$ cat config.mk
export PLATFORM = sky130hd
export DESIGN_NAME = b_history_update_flat
export DESIGN_NICKNAME = d
export VERILOG_FILES = /design/src/rtl/b_history_update_pkg.sv /design/src/rtl/b_history_update_if.sv /design/src/rtl/b_history_update_pending_b_fifo.sv /design/src/rtl/b_history_update.sv /design/src/flat_wrapper.sv
export SDC_FILE = /design/constraint.sdc
export NUM_CORES = 2
export LEC_CHECK = 0
export ABC_AREA = 1
export BUFFER_PORTS_ARGS = -buffer_cell sky130_fd_sc_hd__clkbuf_2
export CAP_MARGIN = 20
export CORE_MARGIN = 4
export CORE_UTILIZATION = 25
export DETAILED_ROUTE_END_ITERATION = 7
export GPL_TIMING_DRIVEN = 0
export MAX_ROUTING_LAYER = met4
export PLACE_DENSITY_LB_ADDON = 0.08
export SLEW_MARGIN = 20
export SYNTH_ARGS = -nofsm -noshare
export SYNTH_HDL_FRONTEND = slang
export SYNTH_HIERARCHICAL = 1
export SYNTH_SLANG_ARGS = --single-unit
$ cat constraint.sdc
create_clock -name i_clk -period 8.4 [get_ports i_clk]
set_input_delay 0 -clock i_clk [delete_from_list [all_inputs] [get_ports i_clk]]
set_output_delay 0 -clock i_clk [all_outputs]
set_load 0.03 [all_outputs]
$ cat src/rtl/b_history_update_pkg.sv
// ---------------------------------------------------------------------------
// b_pkg
//   Shared constants and helpers for the branch-history update stage.
//   GHR entry layout: bit TAKEN_BIT = taken flag, bits [8:TAG_LSB] = PC hash tag.
//   GHR layout: entry j at [j*ENTRY_W +: ENTRY_W], j = 0 youngest.
// ---------------------------------------------------------------------------
package b_pkg;

   localparam int GHR_DEPTH  = 20;
   localparam int ENTRY_W    = 9;
   localparam int PUSH_MAX   = 4;
   localparam int FIFO_DEPTH = 16;

   localparam int TAKEN_BIT  = 0;
   localparam int TAG_LSB    = 1;

   localparam int GHR_W      = GHR_DEPTH * ENTRY_W;
   localparam int PUSH_W     = PUSH_MAX * ENTRY_W;
   localparam int CNT_W      = $clog2(FIFO_DEPTH) + 1;
   localparam int PTR_W      = $clog2(FIFO_DEPTH);

   typedef logic [ENTRY_W-1:0] entry_t;

   // Shift a GHR up by n entries and insert the n new ones. Entry k of the
   // bundle is k-th oldest in program order, so the youngest (k = n-1) ends
   // up at index 0 and entry 0 at index n-1. Entries past GHR_DEPTH-1 drop.
   function automatic logic [GHR_W-1:0] ghr_shift_in(
      input logic [GHR_W-1:0]  ghr,
      input logic [PUSH_W-1:0] ent,
      input logic [2:0]        n
   );
      logic [GHR_W-1:0] r;
      r = ghr << (int'(n) * ENTRY_W);
      for (int j = 0; j < PUSH_MAX; j++) begin
         if (j < int'(n)) begin
            r[j*ENTRY_W +: ENTRY_W] = ent[(int'(n) - 1 - j)*ENTRY_W +: ENTRY_W];
         end
      end
      return r;
   endfunction

endpackage

$ cat src/rtl/b_history_update_if.sv
// ---------------------------------------------------------------------------
// b_history_update_if
//   Bundles the predictor/execute-facing signals of b_history_update.
//   master : predictor + execute side (drives pushes/resolves, reads GHRs)
//   slave  : b_history_update
//   i_newGHREntry_36 / i_pushNum_3     : predicted entries and their count
//   i_resolveValid_1 / i_resolveTaken_1: execute resolution of oldest B
//   o_globalHistoryRegister_180        : speculative GHR
//   o_retiredGHR_180                   : retired GHR
//   o_pendingB_5 / o_ready_1           : FIFO occupancy / room for 4 more
//   o_flush_1 / o_overflow_1 / o_resolveErr_1 : status flags
// ---------------------------------------------------------------------------
interface b_history_update_if;
   import b_pkg::*;

   logic [PUSH_W-1:0] i_newGHREntry_36;
   logic [2:0]        i_pushNum_3;
   logic              i_resolveValid_1;
   logic              i_resolveTaken_1;
   logic [GHR_W-1:0]  o_globalHistoryRegister_180;
   logic [GHR_W-1:0]  o_retiredGHR_180;
   logic [CNT_W-1:0]  o_pendingB_5;
   logic              o_ready_1;
   logic              o_flush_1;
   logic              o_overflow_1;
   logic              o_resolveErr_1;

   modport master (
      output i_newGHREntry_36, i_pushNum_3, i_resolveValid_1, i_resolveTaken_1,
      input  o_globalHistoryRegister_180, o_retiredGHR_180, o_pendingB_5,
             o_ready_1, o_flush_1, o_overflow_1, o_resolveErr_1
   );

   modport slave (
      input  i_newGHREntry_36, i_pushNum_3, i_resolveValid_1, i_resolveTaken_1,
      output o_globalHistoryRegister_180, o_retiredGHR_180, o_pendingB_5,
             o_ready_1, o_flush_1, o_overflow_1, o_resolveErr_1
   );

endinterface

$ cat src/rtl/b_history_update_pending_b_fifo.sv
// ---------------------------------------------------------------------------
// pending_b_fifo
//   Circular buffer of predicted-but-unresolved B entries.
//   Multi-push (0..PUSH_MAX per cycle, entry 0 first), single pop, sync flush.
//   i_clk, i_rst       : clock, synchronous active-high reset
//   i_flush_1          : empty the FIFO (wins over push/pop)
//   i_pushNum_3        : entries to append (caller guarantees they fit)
//   i_pushData_36      : entries, k-th at [k*9 +: 9]
//   i_pop_1            : drop head (caller guarantees non-empty)
//   o_head_9           : oldest entry
//   o_count_5, o_free_5: occupancy and free slots
// ---------------------------------------------------------------------------
module pending_b_fifo
   import b_pkg::*;
(
   input  logic              i_clk,
   input  logic              i_rst,
   input  logic              i_flush_1,
   input  logic [2:0]        i_pushNum_3,
   input  logic [PUSH_W-1:0] i_pushData_36,
   input  logic              i_pop_1,
   output entry_t            o_head_9,
   output logic [CNT_W-1:0]  o_count_5,
   output logic [CNT_W-1:0]  o_free_5
);

   entry_t           mem_q [FIFO_DEPTH];
   logic [PTR_W-1:0] rd_q, rd_d;
   logic [PTR_W-1:0] wr_q, wr_d;
   logic [CNT_W-1:0] cnt_q, cnt_d;

   always_comb begin
      rd_d  = rd_q;
      wr_d  = wr_q;
      cnt_d = cnt_q;
      if (i_flush_1) begin
         rd_d  = '0;
         wr_d  = '0;
         cnt_d = '0;
      end else begin
         // Pointers wrap naturally at PTR_W bits.
         rd_d  = rd_q + PTR_W'(i_pop_1);
         wr_d  = wr_q + PTR_W'(i_pushNum_3);
         cnt_d = cnt_q - CNT_W'(i_pop_1) + CNT_W'(i_pushNum_3);
      end
   end

   always_ff @(posedge i_clk) begin
      if (i_rst) begin
         rd_q  <= '0;
         wr_q  <= '0;
         cnt_q <= '0;
      end else begin
         rd_q  <= rd_d;
         wr_q  <= wr_d;
         cnt_q <= cnt_d;
      end
   end

   // Storage is not reset; only slots covered by the count are ever read.
   always_ff @(posedge i_clk) begin
      if (!i_flush_1) begin
         for (int k = 0; k < PUSH_MAX; k++) begin
            if (k < int'(i_pushNum_3)) begin
               mem_q[wr_q + PTR_W'(k)] <= i_pushData_36[k*ENTRY_W +: ENTRY_W];
            end
         end
      end
   end

   assign o_head_9  = mem_q[rd_q];
   assign o_count_5 = cnt_q;
   assign o_free_5  = CNT_W'(FIFO_DEPTH) - cnt_q;

endmodule

$ cat src/rtl/b_history_update.sv
// ---------------------------------------------------------------------------
// b_history_update
//   Keeps the speculative GHR (read by the predictor), the retired GHR
//   (execute-confirmed outcomes) and the pending-B FIFO. On a mispredicted
//   resolve the speculative GHR is rebuilt from retired history, the FIFO is
//   cleared, same-cycle pushes are discarded and o_flush_1 pulses.
//   i_clk, i_rst : clock, synchronous active-high reset
//   bus (slave)  : pushes, resolves, GHR outputs and status flags
// ---------------------------------------------------------------------------
module b_history_update
   import b_pkg::*;
(
   input  logic               i_clk,
   input  logic               i_rst,
   b_history_update_if.slave  bus
);

   logic [GHR_W-1:0] spec_q, spec_d;
   logic [GHR_W-1:0] ret_q,  ret_d;
   logic             flush_q, flush_d;
   logic             ovf_q,   ovf_d;
   logic             err_q,   err_d;

   entry_t           head;
   logic [CNT_W-1:0] count;
   logic [CNT_W-1:0] free;

   logic [2:0]       n_raw;
   logic [2:0]       n_eff;
   logic             resolve_ok;
   logic             mis;
   logic             too_many;
   entry_t           retire_ent;

   always_comb begin
      // Out-of-range push counts are ignored rather than truncated.
      n_raw      = (bus.i_pushNum_3 > 3'(PUSH_MAX)) ? 3'd0 : bus.i_pushNum_3;
      resolve_ok = bus.i_resolveValid_1 && (count != '0);
      mis        = resolve_ok && (bus.i_resolveTaken_1 != head[TAKEN_BIT]);
      // A same-cycle pop frees one slot for the push.
      too_many   = {3'b000, n_raw} > ({1'b0, free} + {{CNT_W{1'b0}}, resolve_ok});
      n_eff      = (mis || too_many) ? 3'd0 : n_raw;
      retire_ent = {head[ENTRY_W-1:TAG_LSB], bus.i_resolveTaken_1};

      ret_d   = ret_q;
      if (resolve_ok) begin
         ret_d = ghr_shift_in(ret_q, {{(PUSH_W-ENTRY_W){1'b0}}, retire_ent}, 3'd1);
      end

      spec_d  = mis ? ret_d : ghr_shift_in(spec_q, bus.i_newGHREntry_36, n_eff);
      flush_d = mis;
      err_d   = bus.i_resolveValid_1 && (count == '0);
      // Wrong-path pushes are discarded, not counted as overflow.
      ovf_d   = ovf_q || (too_many && !mis);
   end

   always_ff @(posedge i_clk) begin
      if (i_rst) begin
         spec_q  <= '0;
         ret_q   <= '0;
         flush_q <= 1'b0;
         ovf_q   <= 1'b0;
         err_q   <= 1'b0;
      end else begin
         spec_q  <= spec_d;
         ret_q   <= ret_d;
         flush_q <= flush_d;
         ovf_q   <= ovf_d;
         err_q   <= err_d;
      end
   end

   pending_b_fifo u_fifo (
      .i_clk         (i_clk),
      .i_rst         (i_rst),
      .i_flush_1     (mis),
      .i_pushNum_3   (n_eff),
      .i_pushData_36 (bus.i_newGHREntry_36),
      .i_pop_1       (resolve_ok),
      .o_head_9      (head),
      .o_count_5     (count),
      .o_free_5      (free)
   );

   assign bus.o_globalHistoryRegister_180 = spec_q;
   assign bus.o_retiredGHR_180            = ret_q;
   assign bus.o_pendingB_5                = count;
   assign bus.o_ready_1                   = (free >= CNT_W'(PUSH_MAX));
   assign bus.o_flush_1                   = flush_q;
   assign bus.o_overflow_1                = ovf_q;
   assign bus.o_resolveErr_1              = err_q;

endmodule
$ cat src/flat_wrapper.sv
// flat-port wrapper written by rule: the top's interface ports become plain ports
module b_history_update_flat import b_pkg::*;
  (i_clk, i_rst, bus_i_newGHREntry_36, bus_i_pushNum_3, bus_i_resolveValid_1, bus_i_resolveTaken_1, bus_o_globalHistoryRegister_180, bus_o_retiredGHR_180, bus_o_pendingB_5, bus_o_ready_1, bus_o_flush_1, bus_o_overflow_1, bus_o_resolveErr_1);
  b_history_update_if bus_i ();
  input  logic i_clk;
  input  logic i_rst;
  input wire logic [$bits(bus_i.i_newGHREntry_36)-1:0] bus_i_newGHREntry_36;
  input wire logic [$bits(bus_i.i_pushNum_3)-1:0] bus_i_pushNum_3;
  input wire logic [$bits(bus_i.i_resolveValid_1)-1:0] bus_i_resolveValid_1;
  input wire logic [$bits(bus_i.i_resolveTaken_1)-1:0] bus_i_resolveTaken_1;
  output wire logic [$bits(bus_i.o_globalHistoryRegister_180)-1:0] bus_o_globalHistoryRegister_180;
  output wire logic [$bits(bus_i.o_retiredGHR_180)-1:0] bus_o_retiredGHR_180;
  output wire logic [$bits(bus_i.o_pendingB_5)-1:0] bus_o_pendingB_5;
  output wire logic [$bits(bus_i.o_ready_1)-1:0] bus_o_ready_1;
  output wire logic [$bits(bus_i.o_flush_1)-1:0] bus_o_flush_1;
  output wire logic [$bits(bus_i.o_overflow_1)-1:0] bus_o_overflow_1;
  output wire logic [$bits(bus_i.o_resolveErr_1)-1:0] bus_o_resolveErr_1;
  assign bus_i.i_newGHREntry_36 = bus_i_newGHREntry_36;
  assign bus_i.i_pushNum_3 = bus_i_pushNum_3;
  assign bus_i.i_resolveValid_1 = bus_i_resolveValid_1;
  assign bus_i.i_resolveTaken_1 = bus_i_resolveTaken_1;
  assign bus_o_globalHistoryRegister_180 = bus_i.o_globalHistoryRegister_180;
  assign bus_o_retiredGHR_180 = bus_i.o_retiredGHR_180;
  assign bus_o_pendingB_5 = bus_i.o_pendingB_5;
  assign bus_o_ready_1 = bus_i.o_ready_1;
  assign bus_o_flush_1 = bus_i.o_flush_1;
  assign bus_o_overflow_1 = bus_i.o_overflow_1;
  assign bus_o_resolveErr_1 = bus_i.o_resolveErr_1;
  b_history_update u_core (.i_clk(i_clk), .i_rst(i_rst), .bus(bus_i));
endmodule
==> run summary <==
Status -> complete, no violations
1st-iter DRT viols -> 8309
Max FO, Critical Path -> 14
Slowest stage delay, CP -> 0.62 ns
TritonRoute pass-1 iters -> 6
Initial antenna violation count -> 59
Met2 Usage GRT -> 0.692
Reg2reg setup slack -> 0.08 ns
Die Wd -> 416 µm
P_leak -> 22.7 nW
Dpl ws -> -5.98 ns
Final min period -> 8.32 ns
Setup Skew -> 0.0501 ns
Hold_sp -> bus_i_newGHREntry_36[33]
Reg clk slew, reported paths -> 0.06 ns
Vias per Instance -> 5.93
Synth-to-Final Area Change -> 20.9%
IO Count -> 412
Number of synthesis warnings -> 6
First-pass GRT wire length -> 522 mm
Die H -> 416 µm
Area of the multi-input gates -> 0.0258 mm²
Core region area -> 0.165 mm²
PortBufs -> 411
Setup TNS -> 0 ns
Layout Nets -> 7567
Slowest-stage cell, CP -> clkbuf_4
Clk root buf -> clkbuf_16
Worst rel slew slack -> 0.108
Top cell type by total area after synthesis -> nand2_1
Ys async rst share -> 0
Most Used Layer, Global Route -> met2
Number of synthesized flops with an enable pin -> 144
Arr. time, crit path -> 8.76 ns
WHS Endpoint -> u_core/bus.o_globalHistoryRegister_180[28]$_SDFF_PP0_
Die Footprint -> 0.173 mm²
Row count -> 149
GRT overflow -> 0
Routed wire length -> 407 mm
Worst setup margin -> 0.0848 ns
Distinct cells, synth -> 68
Hold path cells -> 5
GPL Wtd Cong -> 1.09
Synth top cells by count -> nand2_1 (2306), nand3_1 (763), o21ai_0 (535)
Syn_nets -> 7052
Most frequent cell after synthesis -> nand2_1
Ys flop type -> dfxtp_1
WP data required -> 8.85 ns
Synth area leaders -> nand2_1 (21%), dfxtp_1 (18%), edfxtp_1 (10%)
Non-filler cells, final -> 9754
Overall Power -> 31.5 mW
Final Max Tran Viols -> 0
Hold crit path type -> in2reg
GR Util met3 -> 0.111
Top cell type's share of synthesized area -> 0.208
Drt drc -> 0
TritonCTS Buffers -> 67
Critical R2R Capture -> u_core/u_fifo/mem_q[2][5]$_DFFE_PP_
Cell count after synthesis -> 6959
Critical Path End Type -> flip-flop
Mapped cell area -> 0.0416 mm²
H-tree depth -> 3
Pwr/cell area -> 626 mW/mm²
Reg2Reg Depth -> 32
Reg area -> 0.0119 mm²
Layout fillers -> 19200
Met1 Use GR -> 0.520
#FFs+latches synth -> 520
Final Hold Viols -> 0
Register area share after synthesis -> 0.285
Post-DRT Antenna Nets -> 0
Slew @ Worst Pin -> 1.34 ns
R2r startpoint -> u_core/u_fifo/o_count_5[0]$_SDFF_PP0_
TritonCTS clock tree -> yes
Vias in the first global route -> 53600
GRT Total Usage -> 0.464
Fmax -> 120 MHz
Wirelength per Cell -> 41.7 µm
Setup-failing EPs final -> 0
Worst VDD drop -> 406 µV
Period utilisation layout -> 0.990
Mapped Avg Cell Area -> 5.98 µm²
Inst Count DP -> 9571
Crit Path Class -> reg2reg
TritonCTS Sinks -> 520
Initial Util -> 0.252
Clock Tree Buf Depth -> 3
Post-DP HPWL -> 324 mm
DR vias -> 57900
Crit start category -> flip-flop
Share of cells above drive strength 1 -> 0.144
Worst-skew pair later-pin latency -> 0.73 ns
Max_cap viols -> 0
Largest net degree at the start of global routing -> 20
## power by group
group	switching, mW	leakage (nW)	total (mW)	internal [mW]
clock	1.33	1.12	3.16	1.83
sequential	0.886	4.41	4.21	3.32
combinational	18.5	17.1	24.1	5.60
## cells by family after synthesis
| group | Yosys count | share of synthesized area |
|---|---|---|
| compound gates | 1600 | 0.213 |
| xor+xnor | 16 | 0.00337 |
| fa+ha+maj | 50 | 0.0159 |
| buf+inv | 1086 | 0.110 |
| flops | 520 | 0.285 |
| mux | 32 | 0.00770 |
| simple gates | 3655 | 0.365 |
## flip-flops by register name, indices dropped and copies added, names as in the netlist
signal and count:
u_core/bus.o_flush_1 1, u_core/bus.o_globalHistoryRegister_180 180, u_core/bus.o_overflow_1 1, u_core/bus.o_resolveErr_1 1, u_core/bus.o_retiredGHR_180 180, u_core/u_fifo/mem_q 144
u_core/u_fifo/o_count_5 5, u_core/u_fifo/rd_q 4, u_core/u_fifo/wr_q 4
## cell usage in the layout, fill, tap and decap left out, types with 40 or more instances in the layout
cell type / synthesis / layout
ha_1: 45 / 40
nand2_1: 2306 / 2272
buf_2: 192 / 193
a21oi_1: 317 / 303
o21ai_0: 535 / 505
clkbuf_1: 231 / 194
o22ai_1: 96 / 94
inv_1: 504 / 500
nor2_1: 424 / 417
o21ai_1: 369 / 375
o211ai_1: 125 / 125
nand3_1: 763 / 759
dfxtp_1: 376 / 373
buf_4: 42 / 65
a211oi_1: 47 / 47
clkbuf_16: 0 / 71
clkbuf_2: 0 / 449
edfxtp_1: 144 / 144
## timing repair
item,CTS,global route
setup endpoints to repair,334,49
hold endpoints to repair,12,0
buffers inserted,12,11
hold buffers,3,0
gates resized for setup,187,74
cloned,0,1
pin swaps,13,27
## area by class of cell
cell class	instances	share of cell area
clock buffers	87	0.0360
inverters	565	0.0427
repair buffers	451	0.0497
diodes	38	0.00189
multi-input cells	5353	0.514
plain buffers	516	0.0555
flip-flops and latches	520	0.236
clock inverters	35	0.0101
well taps	2189	0.0545
## through the flow
stage	util	cell area, µm²	hold slack, ns
after global placement	0.281	46400	0.271
after global routing	0.304	50300	0.0703
after CTS	0.302	49800	0.0182
after detailed placement	0.283	46700	0.271
after floorplan	-	41600	0.128
final	0.304	50300	0.0792
## worst max-delay path by stage
stage | startpoint | end | slack [ns] | depth (start not counted)
CTS | u_core/u_fifo/o_count_5[1]$_SDFF_PP0_ | u_core/bus.o_globalHistoryRegister_180[26]$_SDFF_PP0_ | 0.003 | 47
global route | u_core/u_fifo/o_count_5[4]$_SDFF_PP0_ | u_core/bus.o_globalHistoryRegister_180[12]$_SDFF_PP0_ | -0.005 | 50
global placement | u_core/u_fifo/o_count_5[3]$_SDFF_PP0_ | u_core/bus.o_globalHistoryRegister_180[22]$_SDFF_PP0_ | -6.91 | 46
floorplan | u_core/u_fifo/o_count_5[3]$_SDFF_PP0_ | u_core/bus.o_globalHistoryRegister_180[25]$_SDFF_PP0_ | 0.06 | 48
detailed placement | u_core/u_fifo/o_count_5[3]$_SDFF_PP0_ | u_core/bus.o_globalHistoryRegister_180[26]$_SDFF_PP0_ | -5.98 | 46
finish | u_core/u_fifo/o_count_5[0]$_SDFF_PP0_ | u_core/u_fifo/mem_q[2][5]$_DFFE_PP_ | 0.08 | 32
## worst max-delay path, delay by kind of cell, from the launching register on
family | cells | cell delay, ns
AO/OA/AOI/OAI | 2 | 0.62
XOR/XNOR | 1 | 0.13
adder cells (fa/ha/maj) | 3 | 0.74
buffers and inverters | 14 | 4.00
flip-flops | 1 | 0.38
AND/OR/NAND/NOR | 12 | 2.07
## per-layer routing
metal  wire [µm]  share of wire
met5           0              0
met3       37200          0.091
met1      150000           0.37
met2      176000           0.43
met4       44000           0.11
Note: power is estimated with default switching activity, not from simulation.
